==> src/rtl/acc_cpu_pkg.sv <==
// Shared definitions for the parametrised accumulator CPU: opcodes, FSM states, instruction width.
package acc_cpu_pkg;

  localparam logic [2:0] OP_HLT = 3'b000;
  localparam logic [2:0] OP_SKZ = 3'b001;
  localparam logic [2:0] OP_ADD = 3'b010;
  localparam logic [2:0] OP_AND = 3'b011;
  localparam logic [2:0] OP_XOR = 3'b100;
  localparam logic [2:0] OP_LDA = 3'b101;
  localparam logic [2:0] OP_STO = 3'b110;
  localparam logic [2:0] OP_JMP = 3'b111;

  typedef enum logic [2:0] {
    S_HALT,
    S_LOAD,
    S_FETCH,
    S_EXEC,
    S_WB
  } state_t;

  function automatic int instr_w(input int addr_w);
    return 3 + addr_w;
  endfunction

endpackage

==> src/rtl/acc_cpu_core_alu.sv <==
// Combinational accumulator ALU: (a, b, op) -> (res, carry); carry is only produced by ADD.
module acc_alu
  import acc_cpu_pkg::*;
#(
  parameter int DATA_W = 8
) (
  input  logic [DATA_W-1:0] a,
  input  logic [DATA_W-1:0] b,
  input  logic [2:0]        op,
  output logic [DATA_W-1:0] res,
  output logic              carry
);

  always_comb begin
    res   = a;
    carry = 1'b0;
    case (op)
      OP_ADD:  {carry, res} = {1'b0, a} + {1'b0, b};
      OP_AND:  res = a & b;
      OP_XOR:  res = a ^ b;
      OP_LDA:  res = b;
      default: res = a;
    endcase
  end

endmodule

==> src/rtl/acc_cpu_core.sv <==
// Multi-cycle accumulator core (FETCH/EXEC/WB) with internal IMEM/DMEM, word loader,
// halt/resume, single-step mode and carry/zero flags.
module acc_cpu_core
  import acc_cpu_pkg::*;
#(
  parameter int DATA_W    = 8,
  parameter int ADDR_W    = 5,
  parameter int ACC_RESET = 3,
  localparam int INSTR_W  = instr_w(ADDR_W)
) (
  input  logic               Clk,
  input  logic               Reset_n,
  input  logic               Load,
  input  logic               Load_valid,
  input  logic [INSTR_W-1:0] Load_data,
  output logic               Load_ready,
  output logic               Load_ovf,
  input  logic               Start,
  input  logic               Step_mode,
  output logic               Halted,
  output logic [INSTR_W-1:0] Instruction,
  output logic [ADDR_W-1:0]  Program_cnt,
  output logic [DATA_W-1:0]  Acc,
  output logic [DATA_W-1:0]  Mem,
  output logic               Zero,
  output logic               Carry
);

  localparam int DEPTH = 2 ** ADDR_W;
  localparam logic [DATA_W-1:0] ACC_INIT = DATA_W'(ACC_RESET);

  state_t              state;
  logic [INSTR_W-1:0]  imem [DEPTH];
  logic [DATA_W-1:0]   dmem [DEPTH];
  logic [INSTR_W-1:0]  ir;
  logic [ADDR_W-1:0]   pc;
  logic [DATA_W-1:0]   acc;
  logic                carry;
  logic [ADDR_W-1:0]   load_ptr;
  logic                load_full;
  logic                load_ovf;
  logic [DATA_W-1:0]   res_p1;
  logic                carry_p1;
  logic [DATA_W-1:0]   alu_res;
  logic                alu_carry;
  logic [2:0]          opcode;
  logic [ADDR_W-1:0]   opaddr;

  assign opcode = ir[INSTR_W-1 -: 3];
  assign opaddr = ir[ADDR_W-1:0];

  acc_alu #(.DATA_W(DATA_W)) u_alu (
    .a     (acc),
    .b     (dmem[opaddr]),
    .op    (opcode),
    .res   (alu_res),
    .carry (alu_carry)
  );

  // IMEM is deliberately left out of reset so a loaded program survives a reset pulse.
  always_ff @(posedge Clk) begin
    if (state == S_LOAD && Load_valid)
      imem[load_ptr] <= Load_data;
  end

  always_ff @(posedge Clk or negedge Reset_n) begin
    if (!Reset_n) begin
      state     <= S_HALT;
      pc        <= '0;
      ir        <= '0;
      acc       <= ACC_INIT;
      carry     <= 1'b0;
      load_ptr  <= '0;
      load_full <= 1'b0;
      load_ovf  <= 1'b0;
      res_p1    <= '0;
      carry_p1  <= 1'b0;
      for (int i = 0; i < DEPTH; i++) dmem[i] <= '0;
    end else if (Load && state != S_LOAD) begin
      // Entering load aborts whatever was in flight; no architectural write happens this cycle.
      state     <= S_LOAD;
      load_ptr  <= '0;
      load_full <= 1'b0;
      load_ovf  <= 1'b0;
    end else begin
      case (state)
        S_HALT: if (Start) state <= S_FETCH;
        S_LOAD: begin
          if (Load_valid) begin
            load_ptr <= load_ptr + ADDR_W'(1);
            if (load_ptr == '1) load_full <= 1'b1;
            if (load_full)      load_ovf  <= 1'b1;
          end
          if (!Load) begin
            pc    <= '0;
            ir    <= '0;
            state <= S_HALT;
          end
        end
        // fetch stage
        S_FETCH: begin
          ir    <= imem[pc];
          state <= S_EXEC;
        end
        // execute stage: ALU result registered for write-back
        S_EXEC: begin
          res_p1   <= alu_res;
          carry_p1 <= alu_carry;
          state    <= S_WB;
        end
        // write-back stage
        S_WB: begin
          case (opcode)
            OP_ADD: begin
              acc   <= res_p1;
              carry <= carry_p1;
            end
            OP_AND, OP_XOR, OP_LDA: acc <= res_p1;
            OP_STO: dmem[opaddr] <= acc;
            default: ;
          endcase
          if (opcode == OP_JMP)
            pc <= opaddr;
          else if (opcode == OP_SKZ && acc == '0)
            pc <= pc + ADDR_W'(2);
          else
            pc <= pc + ADDR_W'(1);
          if (opcode == OP_HLT || Step_mode)
            state <= S_HALT;
          else
            state <= S_FETCH;
        end
        default: state <= S_HALT;
      endcase
    end
  end

  assign Load_ready  = (state == S_LOAD);
  assign Load_ovf    = load_ovf;
  assign Halted      = (state == S_HALT);
  assign Instruction = ir;
  assign Program_cnt = pc;
  assign Acc         = acc;
  assign Mem         = dmem[opaddr];
  assign Zero        = (acc == '0);
  assign Carry       = carry;

endmodule
==> config.mk <==
export PLATFORM = sky130hd
export DESIGN_NAME = acc_cpu_core
export DESIGN_NICKNAME = d
export VERILOG_FILES = /design/src/rtl/acc_cpu_pkg.sv /design/src/rtl/acc_cpu_core_alu.sv /design/src/rtl/acc_cpu_core.sv
export SDC_FILE = /design/constraint.sdc
export NUM_CORES = 1
export LEC_CHECK = 0
export ABC_AREA = 1
export BUFFER_PORTS_ARGS = -buffer_cell sky130_fd_sc_hd__buf_4
export CAP_MARGIN = 0
export CORE_ASPECT_RATIO = 1.2
export CORE_UTILIZATION = 30
export CTS_CLUSTER_DIAMETER = 30
export DETAILED_ROUTE_END_ITERATION = 10
export SYNTH_ARGS = -nofsm -noshare
export SYNTH_HDL_FRONTEND = slang
export SYNTH_HIERARCHICAL = 1
export SYNTH_SLANG_ARGS = --single-unit
==> constraint.sdc <==
create_clock -name Clk -period 4.1 [get_ports Clk]
set_clock_uncertainty 0.05 [all_clocks]
set_input_delay 0.82 -clock Clk [delete_from_list [all_inputs] [get_ports Clk]]
set_output_delay 0.82 -clock Clk [all_outputs]
set_load 0.02 [all_outputs]
-- After elaboration in Yosys (flattened, before gate mapping)
Memories as Yosys holds them, arrays and structs flattened.
Index checks and enable logic that the tools add are counted.
- register bits after elaboration: 297
- memory bits (writable): 256
- input bits: 14
- output and inout bits: 34
- logic and storage cells: 126
- memories: 1
- add/subtract/negate cells: 4
- magnitude comparators: 2
- equality and inequality tests: 16
- mux-type cells: 32
- bitwise gates (word level): 4
- reductions and logical operators: 25
- memories (memory ; depth ; width ; read ports ; clocked after Yosys merged registers in ; write ports ; RTL line ; source):
    imem ; 32 ; 8 ; 1 ; 0 ; 1 ; acc_cpu_core.sv:33 ; logic [INSTR_W-1:0] imem [DEPTH];
- operators with widths (operator ; count):
    256-bit bitwise mux ; 1
    8-bit binary-select mux with 5-bit select ; 1
    8-bit demux with 5-bit select ; 1
    8-bit 2-to-1 mux ; 4
    8-bit case mux with 4 select lines ; 1
    5-bit 2-to-1 mux ; 6
    3-bit AND reduction ; 7
    8-bit case mux with 2 select lines ; 1
    3-bit == test (second input constant) ; 5
    3-bit case mux with 5 select lines ; 1
    3-bit by 2-bit == test with 1-bit output (second input constant) ; 4
    2-bit nonzero test ; 6
    1-bit 2-to-1 mux ; 11
    5-bit by 1-bit adder with 5-bit output (second input constant) ; 2
    5-bit case mux with 2 select lines ; 1
    8-bit by 8-bit adder with 9-bit output ; 1
    3-bit 2-to-1 mux ; 3
    8-bit AND ; 1
    8-bit logical NOT ; 1
    8-bit XOR ; 1
    3-bit by 1-bit == test with 1-bit output (second input constant) ; 2
    6-bit >= comparator (second input constant) ; 1
    3-bit logical NOT ; 2
    6-bit by 1-bit < comparator with 1-bit output (second input constant) ; 1
    12 further kinds ; 18

-- Longest topological paths before layout
- depth in word-level cells: 6
- gate-level depth with buffers: 23
- gate-level depth less buffers: 21

-- Hierarchy
Netlist, hierarchy kept.
- modules (own cells, without submodules) (module ; instances ; cells an instance ; area an instance (µm²) ; seq. area each (µm²)):
    acc_cpu_core ; 1 ; 2575 ; 24124.4 ; 15122.0
    acc_alu ; 1 ; 135 ; 748.2 ; 0.0

-- Worst setup path before layout
No wires, ideal clock.
- path kind: reg-to-reg
- start: register ir[0] (netlist: Instruction[0])
- end: register res_p1[4]
- library setup time: 0.118 ns
- arrival: 2.986 ns
- setup slack: 0.946 ns
- cell stages (with the launch flop): 23
- buffers on the path: 2
- period minus slack after synthesis: 3.154 ns
- cell sequence: dfrtp_1 inv_1 nor2_1 clkbuf_1 clkbuf_1 a22oi_1 nand2_1 nand2_1 nand2_1 nor2_1 nand2_1 ha_1 inv_1 fa_1 inv_1 nand2_1 nand2_1 and2_1 nand2_1 nand3_1 nand4_1 nand2_1 nand2_1
- longest elaborated chain between the ends: 6
- elaborated cells on any way between the ends: 8
- RTL lines (element ; RTL line ; source):
    start, declared ; acc_cpu_core.sv:35 ; logic [INSTR_W-1:0] ir;
    start signal, assigned ; acc_cpu_core.sv:102 ; ir <= imem[pc];
    5-bit inverter with 6-bit output ; -- ;
    8-bit binary-select mux with 5-bit select ; -- ;
    8-bit 2-to-1 mux (2 in a row) ; -- ;
    named net Mem[0] ; acc_cpu_core.sv:24 ; output logic [DATA_W-1:0] Mem,
    8-bit by 8-bit adder with 9-bit output ; acc_cpu_core_alu.sv:18 ; OP_ADD: {carry, res} = {1'b0, a} + {1'b0, b};
    8-bit case mux with 4 select lines ; acc_cpu_core_alu.sv:17 ; case (op)
    named net alu_res[4] ; acc_cpu_core.sv:44 ; logic [DATA_W-1:0] alu_res;
    end signal, assigned ; acc_cpu_core.sv:107 ; res_p1 <= alu_res;
    end, declared ; acc_cpu_core.sv:42 ; logic [DATA_W-1:0] res_p1;
The timed path passes the listed nets, and every way through them passes these cells. The select of a mux whose other input is x is not followed.
A chain may end at the register's enable or synchronous reset.

-- Final worst setup path
- start: register ir[1] (netlist: Instruction[1])
- end: output Mem[4]
- longest elaborated chain between the ends: 4
- RTL lines (element ; RTL line ; source):
    5-bit inverter with 6-bit output (not written as such) ; acc_cpu_core.sv:144 ; assign Mem = dmem[opaddr];
    8-bit binary-select mux with 5-bit select ; acc_cpu_core.sv:144 ;
    8-bit 2-to-1 mux (not written as such) (2 in a row) ; acc_cpu_core.sv:144 ;
    end, declared ; acc_cpu_core.sv:24 ;
Every way passes these cells. The select of a mux whose other input is x is not followed.

==> summary.txt <==
Setup path
  – Worst Setup End Kind: output pin
  – CP Launch Type: flip-flop
  – CP Buf/Inv Count: 4
  – CP arrival: 3.01 ns
  – CP most frequent cell: nand2_1
  – Slowest CP cell: dfrtp_1
  – R2R setup slack: 0.62 ns
  – WS Path Type: reg -> out
  – Crit-path cells: nand2_1, inv_2, buf_12, buf_4, a22oi_1, nand2_1, nand2_1, nand2_1, nor2_1, nand2_1, buf_4
  – CP delay by family, top: buffers and inverters
  – Max incr delay on CP: 0.52 ns
  – Required time worst endpoint: 3.23 ns
  – Crit-path max FO: 35

Yosys
  – Post-synth EDFFs: 256
  – Adder-Cell Fraction of Synth Area: 0.835%
  – Cell Area, Synth: 24900 µm²
  – Post-synthesis mux area share: 0%
  – Post-synth cell types: 42
  – Synthesis-stage register bit count: 553
  – Complex-gate fraction of the synthesized area: 10.1%
  – Post-Synth XOR/XNOR Area: 0.141%
  – Main combinational cell family by area after synthesis: simple AND/OR/NAND/NOR gates
  – Sequential area share after synthesis: 60.8%
  – Warnings, synthesis: 6
  – Avg Inst Size Synth: 9.18 µm²
  – Syn Nets: 2740
  – Main flop type after synthesis: dfrtp_1
  – Area contributors post-synth: edfxtp_1 31%, dfrtp_1 30%, nand2_1 16%, o21ai_0 5.6%, a22oi_1 3.9%
  – Biggest area consumer among synthesized cells: edfxtp_1
  – Mapped Cells: 2710
  – Area fraction of the dominant cell type after synthesis: 30.9%
  – Post-synth ARST share: 53.7%
  – Simple-gate share of the synthesized area: 21.6%

Clock network
  – Htree depth: 3
  – CTS tree: built
  – Clk Latency, worst-skew pair: 0.68 ns
  – CTS Hold Bufs: 0
  – Clock Sinks: 553
  – Clk buf depth: 3
  – Clock tree root driver cell: clkbuf_16
  – CTS-repair resized insts: 0
  – CTS Buf Count: 119
  – Clock slew at reported path FFs: 0.05 ns
  – Post-CTS setup buffers: 0

Route
  – Antenna viol nets, final: 0
  – Drt pass-1 iters: 6
  – Vias/cell: 4.74
  – Vias: 18.6k
  – Routed wire length per instance: 17.2 µm
  – Iter 0 DRT Violations: 1416
  – Top Metal Used: met5
  – M1 wire length: 29.9 mm
  – Routed length on met3: 3.94 mm
  – DR DRC count: 0
  – Final WL: 67.5 mm
  – Met2 WL: 31.6 mm

Pwr
  – LEAKAGE: 13.6 nW
  – Pwr per Cell Area: 536 nW/µm²
  – Maximum vdd drop: 0.434 mV

Placed design
  – DP HPWL: 41.2 mm
  – Placer congestion estimate: 0.847
  – Port bufs: 47

Finish
  – Share of layout cells above drive strength 1: 11.1%
  – Ant diodes: 0
  – Syn-to-layout area delta: 21.9%
  – Nets: 2804

STA
  – Tmin final: 3.88 ns
  – Slew margin rel.: 40.1%
  – Worst slew pin tran: 0.896 ns
  – TNS Setup: 0 ns
  – Setup Viol. Count Final: 0
  – Final Hold Vio Count: 0
  – Final hold slack: 0.114 ns
  – FMAX: 257 MHz
  – RSZ-0062 raised after global routing: no
  – Fin crit share: 94.7%
  – Final Max Slew Viols: 0

Die
  – Starting Density: 30.3%
  – Die X: 265 µm
  – Die ar.: 84100 µm²
  – Die Span Y: 317 µm
  – # rows: 115
  – CORE AREA: 82000 µm²
  – # IOs: 48

Job
  – Max Cap Violations: 0

Global route
  – Largest net degree at the start of global routing: 141
  – First-pass GRT wire length: 105 mm
  – All-layer global routing usage: 16.0%
  – Vias in the first global route: 18.0k
  – Total gr overflow: 0
  – Initial antenna violation count: 1

Status
  – Status: completed

Min path
  – Hold Path Class: in -> async
## routing by layer
| layer | up-vias | global-route usage, % |
|---|---|---|
| li1 | 9074 | - |
| met1 | 8908 | 21.1 |
| met2 | 503 | 25.9 |
| met3 | 142 | 3.34 |
| met4 | 2 | 5.82 |
| met5 | - | 0 |
## placed cells by master (no fill, tap or decap), drive strengths merged, types with 2 or more instances in the layout
| master | count |
|---|---|
| dfstp | 2 |
| dfrtp | 295 |
| o2111ai | 2 |
| nand4 | 6 |
| a22oi | 129 |
| bufinv | 15 |
| nor3 | 11 |
| buf | 83 |
| nand3 | 140 |
| nor2 | 123 |
| nand3b | 2 |
| clkbuf | 143 |
| a21oi | 14 |
| clkinvlp | 22 |
| xor2 | 3 |
| o21ai | 282 |
| nand2 | 1061 |
| edfxtp | 256 |
| ha | 15 |
| inv | 223 |
| clkinv | 39 |
| a211oi | 2 |
## metrics by stage
| stage | power (mW) | setup slack [ns] | std cells | area (µm²) | utilization, % |
|---|---|---|---|---|---|
| detailed placement | 6.66 | 0.670 | 3706 | 26200 | 31.9 |
| floorplan | 6.33 | 0.946 | 2710 | 24900 | - |
| CTS | 16.4 | 0.216 | 3929 | 30300 | 37.0 |
| global route | 16.7 | 0.0322 | 3929 | 30300 | 37.0 |
| finish | 16.3 | 0.216 | 3929 | 30300 | 37.0 |
| global placement | 6.65 | 0.752 | 3706 | 26200 | 31.9 |
## final cells by class
class | instances | area (µm²)
Clock buffer | 143 | 3200
Sequential cell | 553 | 15100
Fill cell | 8206 | 51700
Tap cell | 1053 | 1320
Multi-Input combinational cell | 1798 | 8170
Inverter | 219 | 826
Clock inverter | 80 | 955
Timing Repair Buffer | 83 | 731
## registers in the layout (all words and copies together) (netlist names)
name         count
Acc              8
state            3
Load_ovf         1
Program_cnt      5
load_full        1
res_p1           8
Instruction      8
imem           256
carry_p1         1
load_ptr         5
dmem           256
Carry            1
## final timing paths
| path | to | depth (start not counted) | start |
|---|---|---|---|
| max in group asynchronous | Acc[0]$_DFFE_PN1P_ | 2 | Reset_n |
| worst min-delay path | dmem[113]$_DFFE_PN0P_ | 1 | Reset_n |
| worst min register to register | res_p1[0]$_DFFE_PN0P_ | 2 | res_p1[0]$_DFFE_PN0P_ |
| min in group Clk | state[1]$_DFFE_PN0P_ | 2 | Load |
| worst max-delay path | Mem[4] | 11 | Instruction[1]$_DFFE_PN0P_ |
| worst max register to register | carry_p1$_DFFE_PN0P_ | 20 | Instruction[1]$_DFFE_PN0P_ |
## cells by family after synthesis
group,Yosys count
DFF,553
xor gates and xnor gates,4
and+or+nand+nor,1345
AOI/OAI and AO/OA,433
adders and majority gates,16
buffers and inverters,359
## synthesized netlist by cell type, types with 10 or more instances
master and instances:
inv_1 210, a21oi_1 12, nor2_1 114, dfrtp_1 295
a22oi_1 129, o21ai_0 280, clkbuf_1 85, buf_6 32
nor3_1 11, nand3_1 139, buf_1 13, nand2_1 1056
buf_2 10, ha_1 15, edfxtp_1 256
## power by group
| group | total [mW] | switching (mW) | internal, mW | leakage [nW] |
|---|---|---|---|---|
| combinational | 0.623 | 0.484 | 0.139 | 5.18 |
| clock | 9.70 | 3.18 | 6.51 | 1.97 |
| sequential | 5.94 | 0.0529 | 5.89 | 6.41 |
| total | 16.3 | 3.72 | 12.5 | 13.6 |
## worst register-to-register path, delay by kind of cell, from the launching register on
family | cells | cell delay, ns
AND/OR/NAND/NOR | 12 | 1.14
buffers and inverters | 4 | 0.80
adder cells (fa/ha/maj) | 2 | 0.58
flip-flops | 1 | 0.52
AO/OA/AOI/OAI | 2 | 0.33
Note: power is estimated with default switching activity, not from simulation.
